File: config.mk
export PLATFORM = sky130hd
export DESIGN_NAME = uart_tx_ctrl_flat
export DESIGN_NICKNAME = d
export VERILOG_FILES = /design/src/rtl/uart_tx_ctrl_if.sv /design/src/rtl/uart_tx_ctrl.sv /design/src/flat_wrapper.sv
export SDC_FILE = /design/constraint.sdc
export NUM_CORES = 1
export LEC_CHECK = 0
export CAP_MARGIN = 10
export CORE_MARGIN = 2
export CORE_UTILIZATION = 49
export DETAILED_ROUTE_END_ITERATION = 8
export GPL_TIMING_DRIVEN = 1
export PLACE_DENSITY = 0.79
export RECOVER_POWER = 100
export SYNTH_ARGS = -nofsm -noshare
export SYNTH_HDL_FRONTEND = slang
export SYNTH_SLANG_ARGS = --single-unit
File: constraint.sdc
create_clock -name clk -period 3.3 [get_ports clk]
set_input_delay 0.495 -clock clk [delete_from_list [all_inputs] [get_ports clk]]
set_output_delay 0.495 -clock clk [all_outputs]
set_load 0.05 [all_outputs]
File: src/rtl/uart_tx_ctrl_if.sv
// Requester-side bus for the UART transmit controller: CPU write port plus debug byte stream.
interface uart_tx_ctrl_if;
  logic        wr_valid;
  logic [31:0] wr_addr;
  logic [31:0] wr_data;
  logic        wr_ready;
  logic        dbg_valid;
  logic [7:0]  dbg_data;
  logic        dbg_ready;

  modport master (
    output wr_valid, wr_addr, wr_data, dbg_valid, dbg_data,
    input  wr_ready, dbg_ready
  );

  modport slave (
    input  wr_valid, wr_addr, wr_data, dbg_valid, dbg_data,
    output wr_ready, dbg_ready
  );
endinterface

File: src/rtl/uart_tx_ctrl.sv
// UART transmit controller: round-robin CPU/debug byte intake, byte FIFO, and a
// drain FSM that launches one byte at a time into the tx core.
module uart_tx_ctrl #(
  parameter int LOGD    = 7,
  parameter int FIFO_AW = 3
) (
  input  logic             clk,
  input  logic             i_reset_n,
  uart_tx_ctrl_if.slave    bus,
  input  logic             tx_busy,
  output logic             tx_start,
  output logic [7:0]       tx_data,
  output logic [FIFO_AW:0] fifo_level,
  output logic             tx_active
);
  localparam int DEPTH = 1 << FIFO_AW;
  localparam logic [FIFO_AW:0] FULL_LVL = (FIFO_AW + 1)'(DEPTH);

  typedef enum logic [1:0] {IDLE, START, ARM, WAIT} state_t;
  typedef enum logic {GNT_CPU, GNT_DBG} grant_t;

  state_t             state;
  grant_t             last_grant;
  logic               dbg_en;
  logic [7:0]         mem [DEPTH];
  logic [FIFO_AW-1:0] wr_ptr;
  logic [FIFO_AW-1:0] rd_ptr;

  logic       uart_sel;
  logic       data_wr;
  logic       ctrl_wr;
  logic       flush;
  logic       full;
  logic       empty;
  logic       cpu_elig;
  logic       dbg_elig;
  logic       grant_cpu;
  logic       grant_dbg;
  logic       push;
  logic       pop;
  logic [7:0] push_data;
  logic       unused_bus_bits;

  assign uart_sel = bus.wr_valid && bus.wr_addr[LOGD];
  assign data_wr  = uart_sel && !bus.wr_addr[2];
  assign ctrl_wr  = uart_sel && bus.wr_addr[2];
  assign flush    = ctrl_wr && bus.wr_data[0];

  assign full  = (fifo_level == FULL_LVL);
  assign empty = (fifo_level == '0);

  // A data write and a control write never share a cycle, so excluding debug
  // from control cycles is enough to make flush win over any push.
  assign cpu_elig  = data_wr && !full;
  assign dbg_elig  = bus.dbg_valid && dbg_en && !full && !ctrl_wr;
  assign grant_cpu = cpu_elig && (!dbg_elig || last_grant == GNT_DBG);
  assign grant_dbg = dbg_elig && (!cpu_elig || last_grant == GNT_CPU);

  assign push      = grant_cpu || grant_dbg;
  assign push_data = grant_cpu ? bus.wr_data[7:0] : bus.dbg_data;
  assign pop       = (state == IDLE) && !empty;

  assign bus.wr_ready  = grant_cpu || ctrl_wr || (bus.wr_valid && !bus.wr_addr[LOGD]);
  assign bus.dbg_ready = grant_dbg;

  assign unused_bus_bits = ^{bus.wr_addr, bus.wr_data[31:8]};

  always_ff @(posedge clk or negedge i_reset_n) begin
    if (!i_reset_n) begin
      wr_ptr     <= '0;
      rd_ptr     <= '0;
      fifo_level <= '0;
      dbg_en     <= 1'b0;
      last_grant <= GNT_DBG;
    end else begin
      if (ctrl_wr) dbg_en <= bus.wr_data[1];
      if (grant_cpu) last_grant <= GNT_CPU;
      else if (grant_dbg) last_grant <= GNT_DBG;

      if (flush) begin
        wr_ptr     <= '0;
        rd_ptr     <= '0;
        fifo_level <= '0;
      end else begin
        if (push) wr_ptr <= wr_ptr + 1'b1;
        if (pop)  rd_ptr <= rd_ptr + 1'b1;
        fifo_level <= fifo_level + {{FIFO_AW{1'b0}}, push} - {{FIFO_AW{1'b0}}, pop};
      end
    end
  end

  always_ff @(posedge clk) begin
    if (push) mem[wr_ptr] <= push_data;
  end

  // ARM exists because the tx core raises tx_busy a cycle after tx_start.
  always_ff @(posedge clk or negedge i_reset_n) begin
    if (!i_reset_n) begin
      state     <= IDLE;
      tx_start  <= 1'b0;
      tx_data   <= '0;
      tx_active <= 1'b0;
    end else begin
      tx_start <= 1'b0;
      case (state)
        IDLE: begin
          if (!empty) begin
            tx_data   <= mem[rd_ptr];
            tx_start  <= 1'b1;
            tx_active <= 1'b1;
            state     <= START;
          end
        end
        START: state <= ARM;
        ARM:   state <= WAIT;
        WAIT: begin
          if (!tx_busy) begin
            tx_active <= 1'b0;
            state     <= IDLE;
          end
        end
        default: begin
          tx_active <= 1'b0;
          state     <= IDLE;
        end
      endcase
    end
  end
endmodule
File: src/flat_wrapper.sv
// flat-port wrapper written by rule: the top's interface ports become plain ports
module uart_tx_ctrl_flat 
#(
  parameter int LOGD    = 7,
  parameter int FIFO_AW = 3
)
  (clk, i_reset_n, tx_busy, tx_start, tx_data, fifo_level, tx_active, bus_wr_valid, bus_wr_addr, bus_wr_data, bus_dbg_valid, bus_dbg_data, bus_wr_ready, bus_dbg_ready);
  uart_tx_ctrl_if bus_i ();
  input  logic clk;
  input  logic i_reset_n;
  input  logic tx_busy;
  output logic tx_start;
  output logic [7:0] tx_data;
  output logic [FIFO_AW:0] fifo_level;
  output logic tx_active;
  input wire logic [$bits(bus_i.wr_valid)-1:0] bus_wr_valid;
  input wire logic [$bits(bus_i.wr_addr)-1:0] bus_wr_addr;
  input wire logic [$bits(bus_i.wr_data)-1:0] bus_wr_data;
  input wire logic [$bits(bus_i.dbg_valid)-1:0] bus_dbg_valid;
  input wire logic [$bits(bus_i.dbg_data)-1:0] bus_dbg_data;
  output wire logic [$bits(bus_i.wr_ready)-1:0] bus_wr_ready;
  output wire logic [$bits(bus_i.dbg_ready)-1:0] bus_dbg_ready;
  assign bus_i.wr_valid = bus_wr_valid;
  assign bus_i.wr_addr = bus_wr_addr;
  assign bus_i.wr_data = bus_wr_data;
  assign bus_i.dbg_valid = bus_dbg_valid;
  assign bus_i.dbg_data = bus_dbg_data;
  assign bus_wr_ready = bus_i.wr_ready;
  assign bus_dbg_ready = bus_i.dbg_ready;
  uart_tx_ctrl #(.LOGD(LOGD), .FIFO_AW(FIFO_AW)) u_core (.clk(clk), .i_reset_n(i_reset_n), .bus(bus_i), .tx_busy(tx_busy), .tx_start(tx_start), .tx_data(tx_data), .fifo_level(fifo_level), .tx_active(tx_active));
endmodule
After elaboration in Yosys (flattened, before gate mapping)

Memories as Yosys holds them, arrays and structs flattened. A register that Yosys moved wholly into a read port is not among the register bits.
Index checks and enable logic that the tools add are counted.

Output and inout port bits: 16
Memories: 1
Flip-flop bits (word level): 16
Bits in writable memories: 64
Bits of input ports: 77

Memories:

| name       | words | width | read ports | clocked after Yosys merged registers in | write ports | RTL line           | source |
|---|---|---|---|---|---|---|---|
| u_core.mem | 8     | 8     | 1          | 1                                       | 1           | uart_tx_ctrl.sv:25 | `logic [7:0] mem [DEPTH];` |

Bitwise logic cells: 2
Reductions and logical operators: 34
Eq/ne operators: 6
Add/subtract/negate cells: 4
Muxes and demuxes: 18

Operators by type and width:

| kind                                                             | number |
|---|---|
| 1-bit logical AND                                                | 12 |
| 3-bit 2-to-1 mux                                                 | 4 |
| 1-bit zero test                                                  | 8 |
| 1-bit 2-to-1 mux                                                 | 8 |
| 8-bit 2-to-1 mux                                                 | 1 |
| 2-bit one-hot mux with 4 select lines                            | 1 |
| 2-bit nonzero test                                               | 4 |
| 3-bit by 1-bit adder with 3-bit output (second input constant)   | 2 |
| 1-bit logical OR                                                 | 5 |
| 4-bit by 1-bit adder with 4-bit output                           | 1 |
| 2-bit == test (second input constant)                            | 2 |
| 4-bit == test (second input constant)                            | 1 |
| 4-bit zero test                                                  | 1 |
| 2-bit 2-to-1 mux                                                 | 2 |
| 4-bit 2-to-1 mux                                                 | 1 |
| 2-bit != test (second input constant)                            | 2 |
| 2-bit AND reduction                                              | 2 |
| 4-bit by 1-bit subtractor with 4-bit output                      | 1 |
| 3-bit AND reduction                                              | 1 |
| 2-bit by 1-bit == test with 1-bit output (second input constant) | 1 |
| 2-bit zero test                                                  | 1 |
| 1-bit NOT                                                        | 2 |
| 1-bit one-hot mux with 2 select lines                            | 1 |

Depth between registers and ports, before layout

Gate-level depths: netlist of the first run.

Depth after elaboration: 11
Mapped depth: 13
Mapped depth without buffers: 12

Worst setup path before layout of the first run

OpenSTA, ideal clock, no wires.

Kind: reg-to-reg
Start point: register u_core.fifo_level[2]
End point: register u_core.fifo_level[2]
Arrival time: 2688 ps
Library setup time: 131 ps
Path buffers: 1
Data required time: 3169 ps
Clock period less this slack: 2819 ps
Stages on the path, launching flop included: 13
Path slack: 481 ps
Path through: dfrtp_1 -> inv_1 -> ha_1 -> or3b_1 -> nand2_2 -> inv_1 -> buf_2 -> ha_1 -> inv_1 -> ha_1 -> fa_1 -> xnor2_1 -> nor2_1

Elaborated cells on any way between the ends: 18
Classes of those cells: add/sub (2); eq/ne (1); mux (1); reduce/logical (14)

RTL lines:

| item                                        | RTL line           | source |
|---|---|---|
| start: declaration                          | uart_tx_ctrl.sv:13 | `output logic [FIFO_AW:0] fifo_level,` |
| start signal: assignment                    | uart_tx_ctrl.sv:87 | `fifo_level <= fifo_level + {{FIFO_AW{1'b0}}, push} - {{FIFO_AW{1'b0}}, pop};` |
| 4-bit zero test                             | uart_tx_ctrl.sv:50 | `assign empty = (fifo_level == '0);` |
| 1-bit zero test                             | uart_tx_ctrl.sv:61 | `assign pop = (state == IDLE) && !empty;` |
| 1-bit logical AND                           | uart_tx_ctrl.sv:61 |  |
| named net u_core.pop                        | uart_tx_ctrl.sv:40 | `logic pop;` |
| 4-bit by 1-bit subtractor with 4-bit output | uart_tx_ctrl.sv:87 |  |
| 4-bit 2-to-1 mux                            | uart_tx_ctrl.sv:80 | `if (flush) begin` |

The timed path passes the listed nets, and every way through them passes these cells.
A chain may end at the register's enable or synchronous reset.

Worst setup path in the final report of the first run

Start point: input bus_wr_addr[2]
End point: output bus_wr_ready

Longest elaborated chain between the ends: 8
Elaborated cells on any way between the ends: 11
Classes of those cells: reduce/logical (11)

Ends and longest elaborated chain:

| item                               | RTL line           | source |
|---|---|---|
| start: declaration                 | flat_wrapper.sv:17 | `input wire logic [$bits(bus_i.wr_addr)-1:0] bus_wr_addr;` |
| 1-bit logical AND                  | uart_tx_ctrl.sv:46 | `assign ctrl_wr = uart_sel && bus.wr_addr[2];` |
| 1-bit zero test                    | uart_tx_ctrl.sv:55 | `assign dbg_elig = bus.dbg_valid && dbg_en && !full && !ctrl_wr;` |
| 1-bit logical AND                  | uart_tx_ctrl.sv:55 |  |
| 1-bit zero test                    | uart_tx_ctrl.sv:56 | `assign grant_cpu = cpu_elig && (!dbg_elig \|\| last_grant == GNT_DBG);` |
| 1-bit logical OR                   | uart_tx_ctrl.sv:56 |  |
| 1-bit logical AND                  | uart_tx_ctrl.sv:56 |  |
| 1-bit logical OR (*) (2 in series) | uart_tx_ctrl.sv:63 | `assign bus.wr_ready = grant_cpu \|\| ctrl_wr \|\| (bus.wr_valid && !bus.wr_addr[LOGD]);` |
| end: declaration                   | flat_wrapper.sv:21 | `output wire logic [$bits(bus_i.wr_ready)-1:0] bus_wr_ready;` |

Every way passes the cells marked *; elsewhere a longest branch is shown, timed or not.

==> impl_metrics.yaml, run 1 <==
floorplanning:
  dieHeight_um: 92.7
  core-area_um2: 7690
  ioPinCount: 93
  start_util_pct: 50.1
  die_area_um2: 8590
  dieWidth_um: 92.7
  num_rows: 32
drt:
  routed_via_density: 5.29
  wire_per_inst_um: 16.1
  drt_iter0_markers: 127
  vias: 2284
  post-route-drc-count: 0
  wl_um: 6950
  ant_nets: 0
  drtPass1Iterations: 4
cts:
  cts_resized: 0
  cts_hold_buffers: 0
  root_buffer: "clkbuf_8"
  path_clk_slew_ns: 0.08
  htreeDepth: 3
  cts_tree: "built"
  clock_latency_ns: 0.36
  cts_sinks: 88
  numCtsBuffers: 9
  post_cts_buffers: 0
  cts_buffer_depth: 2
sta:
  setup_viol: 0
  tns_ns: 0
  drv_slew: 0
  tightest_slew_ns: 1.07
  layout_min_cycle_time_ns: 2.94
  rsz0062_at_grt: "no"
  fin_crit_sh_pct: 89.1
  finClkSkew_ns: 0.00909
  maxSlewHeadroom_pct: 28.7
  timing.fmax_ghz: 0.340
  holdWs_ns: 0.470
  hold_violations: 0
critical_path:
  cp.arrival_ns: 2.45
  path_buf_inv: 2
  critPathLaunchType: "input pin"
  path_cells: "dlygate4sd3_1 > nor4_1 > a21o_2 > dlymetal6s2s_1"
  critPathRequiredTime_ns: 2.80
  criticalPathCategory: "in -> out"
  cp_slowest_cell: "nor4_1"
  slowest_delay_ns: 0.73
  cp_top_family: "buffers and inverters"
  startpoint: "bus_wr_addr[2]"
  r2r-start: "u_core.fifo_level[2]$_DFF_PN0_"
  path_max_fanout: 8
  critPathCaptureType: "output pin"
global_routing:
  grt_usage_pct: 17.5
  grt_max_degree: 35
  grt_pass1_vias: 2220
  grt_pass1_wl_um: 11100
  antenna_found_initial: 0
  grt.overflow.total: 0
yosys:
  syn_avg_cell_area_um2: 14.1
  synthArstFlopShare_pct: 27.3
  synth_largest_area_cell: "edfxtp_1"
  yosysMostFrequentCell: "edfxtp_1"
  synthTopCellsByArea: "edfxtp_1 50%, dfrtp_1 15%, mux2i_1 8.6%"
  syn_area_um2: 3850
  yosysSeqAreaShare_pct: 65.5
  synth_top_area_share_pct: 49.9
  ys_ff_latch: 88
  syn_nets: 363
  yosys_warnings: 0
  synth_cell_types: 37
  ys.flop_type: "edfxtp_1"
  synth_common_cells: "64 x edfxtp_1, 33 x mux2i_1, 23 x dfrtp_1, 22 x nand2_1, 17 x nor2_1"
  synth-edff-count: 64
  netlist_instances: 273
worst_hold_path:
  hp-start: "u_core.tx_data[1]$_DFFE_PN0P_"
  hold_class: "reg -> reg"
power_and_ir_drop:
  ir_worst_vdd_mv: 0.296
  cellPowerDensity_nw_per_um2: 832
  sw_frac_of_total_pct: 39.3
  leakagePower_uw: 0.00175
  switching_power_uw: 1480
  p_clk_share_pct: 17.2
  comb_power_share_pct: 42.0
  seq_power_share_pct: 40.8
  internal_power_uw: 2280
placement:
  hpwl_um: 4680
  portBuffers: 38
  gp_congestion: 0.806
finish:
  utilization_pct: 58.7
  fill_cells: 610
  area_growth_pct: 17.1
  layout-drive-gt1-share_pct: 7.27
  antennaDiodeCount: 0
  fin_nets: 415
outcome:
  outcome: "finished, final reports clean"
run:
  maxCapViolations: 0
[state kept, by name, indices dropped and copies added, names as in the netlist]
signal             cells
u_core.mem            64
u_core.tx_data         8
u_core.fifo_level      4
u_core.rd_ptr          3
u_core.wr_ptr          3
u_core.state           2
u_core.dbg_en          1
u_core.last_grant      1
u_core.tx_active       1
u_core.tx_start        1
[cells by family after synthesis]
logic type / Yosys count / share of synthesized area [%]
buffers and inverters: 22 / 2.34
multiplexers: 44 / 11.8
AND/OR/NAND/NOR: 69 / 9.06
flip-flops: 88 / 65.5
XOR/XNOR: 4 / 0.909
adder cells (fa/ha/maj): 13 / 4.42
AO/OA/AOI/OAI: 33 / 6.01
[path summary, 6_finish.rpt]
check	endpoint	slack, ns	cells past startpoint
min in group asynchronous	u_core.fifo_level[3]$_DFF_PN0_	0.78	1
worst max register to register	u_core.mem[4][3]$_DFFE_PP_	0.59	6
worst min register to register	u_core.tx_data[1]$_DFFE_PN0P_	0.47	2
worst min-delay path	u_core.tx_data[1]$_DFFE_PN0P_	0.47	2
worst max-delay path	bus_wr_ready	0.36	4
max in group asynchronous	u_core.last_grant$_DFFE_PN1P_	1.74	2
[cells in the final DEF, fill, tap and decap left out, types with 2 or more instances in the layout]
cell,netlist,layout
a22oi_1,16,16
nor3_1,3,4
dlygate4sd3_1,0,18
nand2_1,22,24
nor2b_1,4,4
dfrtp_1,23,23
clkdlybuf4s50_1,0,19
mux2i_1,33,33
clkbuf_1,0,10
inv_1,13,13
nand3_1,12,12
edfxtp_1,64,64
nor2_1,17,18
ha_1,12,12
mux2_1,0,9
mux2_2,11,2
xnor2_1,3,3
clkbuf_8,0,9
clkinv_2,0,2
clkinvlp_4,0,2
o21ai_0,3,3
a21oi_1,7,7
[layout make-up]
type	instances	area, µm²	share of cell area (%)
Sequential cell	88	2520	55.9
Multi-Input combinational cell	163	1210	26.8
Timing Repair Buffer	50	435	9.65
Inverter	13	48.8	1.08
Clock inverter	7	46.3	1.03
Tap cell	102	128	2.83
Clock buffer	9	124	2.74
[metal layers]
metal | track usage (%) | up-vias | wire length, µm
met5 | 0 | - | 0
met4 | 9.31 | 0 | 116
met3 | 3.25 | 7 | 331
met2 | 28.2 | 56 | 3440
met1 | 22.6 | 1111 | 3060
li1 | - | 1110 | -
[worst min-delay path: stages (launching register included)]
cell and delay, ns:
dfrtp_1 0.34, nand2_1 0.05, nand2_1 0.05
[per-stage QoR]
step / power (µW) / cell area, µm² / setup slack, ns / instances
2_1_floorplan: 2760 / 3850 / 0.481 / 273
3_3_place_gp: 3170 / 4420 / 0.671 / 416
3_5_place_dp: 3220 / 4420 / 0.629 / 416
4_1_cts: 3860 / 4590 / 0.320 / 432
5_1_grt: 4000 / 4510 / 0.157 / 432
6_report: 3760 / 4510 / 0.359 / 432
[power by group through the flow]
stage	logic, µW	clock network (µW)	registers, µW
6_report	1580	646	1530
5_1_grt	1740	705	1560
4_1_cts	1660	659	1540
3_5_place_dp	1650	0	1560
3_3_place_gp	1620	0	1550
2_1_floorplan	910	0	1850
(Power assumes the default switching activity.)
==> run 2: changes to the inputs <==
--- a/config.mk
+++ b/config.mk
@@ -7,10 +7,10 @@
 export LEC_CHECK = 0
 export CAP_MARGIN = 10
 export CORE_MARGIN = 2
-export CORE_UTILIZATION = 49
+export CORE_UTILIZATION = 45
 export DETAILED_ROUTE_END_ITERATION = 8
 export GPL_TIMING_DRIVEN = 1
-export PLACE_DENSITY = 0.79
+export PLACE_DENSITY = 0.76
 export RECOVER_POWER = 100
 export SYNTH_ARGS = -nofsm -noshare
 export SYNTH_HDL_FRONTEND = slang
==> constraint.sdc (replaced) <==
create_clock -name clk -period 2.7 [get_ports clk]
set_input_delay 0.405 -clock clk [delete_from_list [all_inputs] [get_ports clk]]
set_output_delay 0.405 -clock clk [all_outputs]
set_load 0.05 [all_outputs]
==> impl_metrics.yaml, run 2 (synthesized netlist as in run 1, its figures left out) <==
finish:
  top_register: "u_core.mem"
  layout_commonest_cell: "edfxtp_1"
  register_area_um2: 2530
  fin_nets: 417
  multiInputGateArea_um2: 1230
  largest_reg_flops: 64
  design_area_um2: 4550
  area_growth_pct: 18.1
  most-common-layout-cells: "64 x edfxtp_1, 33 x mux2i_1, 23 x nand2_1, 21 x dfrtp_1, 20 x clkdlybuf4s50_1"
  top_regs: "u_core.mem: 64 flops, u_core.tx_data: 8 flops, u_core.fifo_level: 4 flops"
  layout-drive-gt1-share_pct: 9.94
  fill_cells: 704
  antennaDiodeCount: 0
critical_path:
  cp.arrival_ns: 2.51
  criticalPathCategory: "in -> reg"
  reg2reg_to: "u_core.mem[7][3]$_DFFE_PP_"
  critPathCaptureType: "flip-flop"
  startpoint: "bus_wr_valid"
  r2r-start: "u_core.fifo_level[2]$_DFF_PN0_"
  critPathLaunchType: "input pin"
  worst-r2r-setup-slack_ns: 0.30
  critPathRequiredTime_ns: 2.68
  r2r.worst_path.cells: 6
  path_max_fanout: 8
  critical_path.endpoint: "u_core.mem[2][5]$_DFFE_PP_"
floorplanning:
  start_util_pct: 46.7
  dieHeight_um: 96.5
  dieWidth_um: 96.5
  ioPinCount: 93
  num_rows: 33
  die_area_um2: 9320
  core-area_um2: 8260
cts:
  htreeDepth: 3
  cts_sinks: 88
  cts_hold_buffers: 0
  cts_resized: 0
  clock_latency_ns: 0.35
  numCtsBuffers: 9
  path_clk_slew_ns: 0.08
  cts_tree: "built"
  cts_buffer_depth: 2
  post_cts_buffers: 0
  root_buffer: "clkbuf_8"
sta:
  fin_crit_sh_pct: 93.7
  drv_slew: 0
  setup_viol: 0
  tns_ns: 0
  rsz0062_at_grt: "no"
  tightest_slew_ns: 1.30
  hold_violations: 0
  finClkSkew_ns: 0.0142
  layout_min_cycle_time_ns: 2.53
  maxSlewHeadroom_pct: 13.4
  holdWs_ns: 0.470
  timing.fmax_ghz: 0.395
drt:
  ant_nets: 0
  drt_iter0_markers: 249
  wl_met2_um: 3560
  routed_via_density: 5.23
  wl_um: 7020
  maxUsedRoutingLayer: "met4"
  vias: 2285
  wire_per_inst_um: 16.1
  post-route-drc-count: 0
  drtPass1Iterations: 4
  wl_met1_um: 3080
  dr_wl_met3_um: 326
global_routing:
  grt_pass1_wl_um: 11100
  antenna_found_initial: 0
  grt_pass1_vias: 2218
  grt.overflow.total: 0
  grt_usage_pct: 16.5
  grt_max_degree: 35
power_and_ir_drop:
  ir_worst_vdd_mv: 0.360
  power_uw: 4670
  leakagePower_uw: 0.00176
  cellPowerDensity_nw_per_um2: 1030
placement:
  gp_congestion: 0.782
  placed_area_um2: 4440
  hpwl_um: 4680
  portBuffers: 38
worst_hold_path:
  whs_path_depth: 2
  hold_class: "reg -> reg"
outcome:
  outcome: "finished, final reports clean"
run:
  maxCapViolations: 0
==> run 2: changes by cell type in the layout (fill, tap and decap cells not counted), moves of 2 or more <==
| cell | delta |
|---|---|
| dfrtp_1 | -2 |
| clkbuf_2 | +2 |
| dlygate4sd3_1 | -2 |
| buf_4 | +2 |
| dfrtp_2 | +2 |
==> run 2: how the worst min path moves through the flow <==
stage                             startpoint                              to  slack [ns]
6_report       u_core.tx_data[0]$_DFFE_PN0P_   u_core.tx_data[0]$_DFFE_PN0P_        0.47
3_5_place_dp   u_core.tx_data[4]$_DFFE_PN0P_   u_core.tx_data[4]$_DFFE_PN0P_        0.47
4_1_cts                            i_reset_n  u_core.fifo_level[0]$_DFF_PN0_        0.41
3_3_place_gp   u_core.tx_data[1]$_DFFE_PN0P_   u_core.tx_data[1]$_DFFE_PN0P_        0.46
2_1_floorplan                      i_reset_n       u_core.dbg_en$_DFFE_PN0P_        0.11
5_1_grt        u_core.tx_data[0]$_DFFE_PN0P_   u_core.tx_data[0]$_DFFE_PN0P_        0.49
==> run 2: where the power goes <==
group	internal, µW	switching, µW
Sequential	1740	145
Combinational	734	1220
Clock	368	465
==> run 2: worst max-delay path, cell delays in order <==
cell and delay [ns]:
clkdlybuf4s50_1 0.49, nand2_1 0.17, mux2_1 0.41, or3_1 0.42, nor2_1 0.12, clkbuf_1 0.50
==> run 2: cell type report <==
cell class	instances	share of cell area [%]
clock inverters	5	0.907
inverters	13	1.07
flip-flops and latches	88	55.5
repair buffers	52	9.57
clock buffers	11	3.11
well taps	105	2.89
multi-input cells	163	27.0
==> run 2: metrics by stage <==
step                instances  util, %  setup WS, ns
floorplan                 273        -        0.0111
global placement          421     53.8         0.301
detailed placement        421     53.8         0.267
CTS                       437     56.0         0.326
global route              437     55.1         0.112
finish                    437     55.1         0.170
==> run 2: routing by layer <==
layer | GRT usage (%) | vias up
met5 | 0 | -
met4 | 7.04 | 0
met3 | 3.34 | 4
met2 | 26.9 | 54
met1 | 21.6 | 1111
li1 | - | 1116
==> run 3: changes to the inputs <==
--- a/config.mk
+++ b/config.mk
@@ -5,10 +5,11 @@
 export SDC_FILE = /design/constraint.sdc
 export NUM_CORES = 1
 export LEC_CHECK = 0
-export CAP_MARGIN = 10
+export CAP_MARGIN = 20
 export CORE_MARGIN = 2
 export CORE_UTILIZATION = 45
 export DETAILED_ROUTE_END_ITERATION = 8
+export GPL_ROUTABILITY_DRIVEN = 0
 export GPL_TIMING_DRIVEN = 1
 export PLACE_DENSITY = 0.76
 export RECOVER_POWER = 100
==> results of run 3 <==
Same layout as run 2: the final DEF is identical, and so are final timing and power.
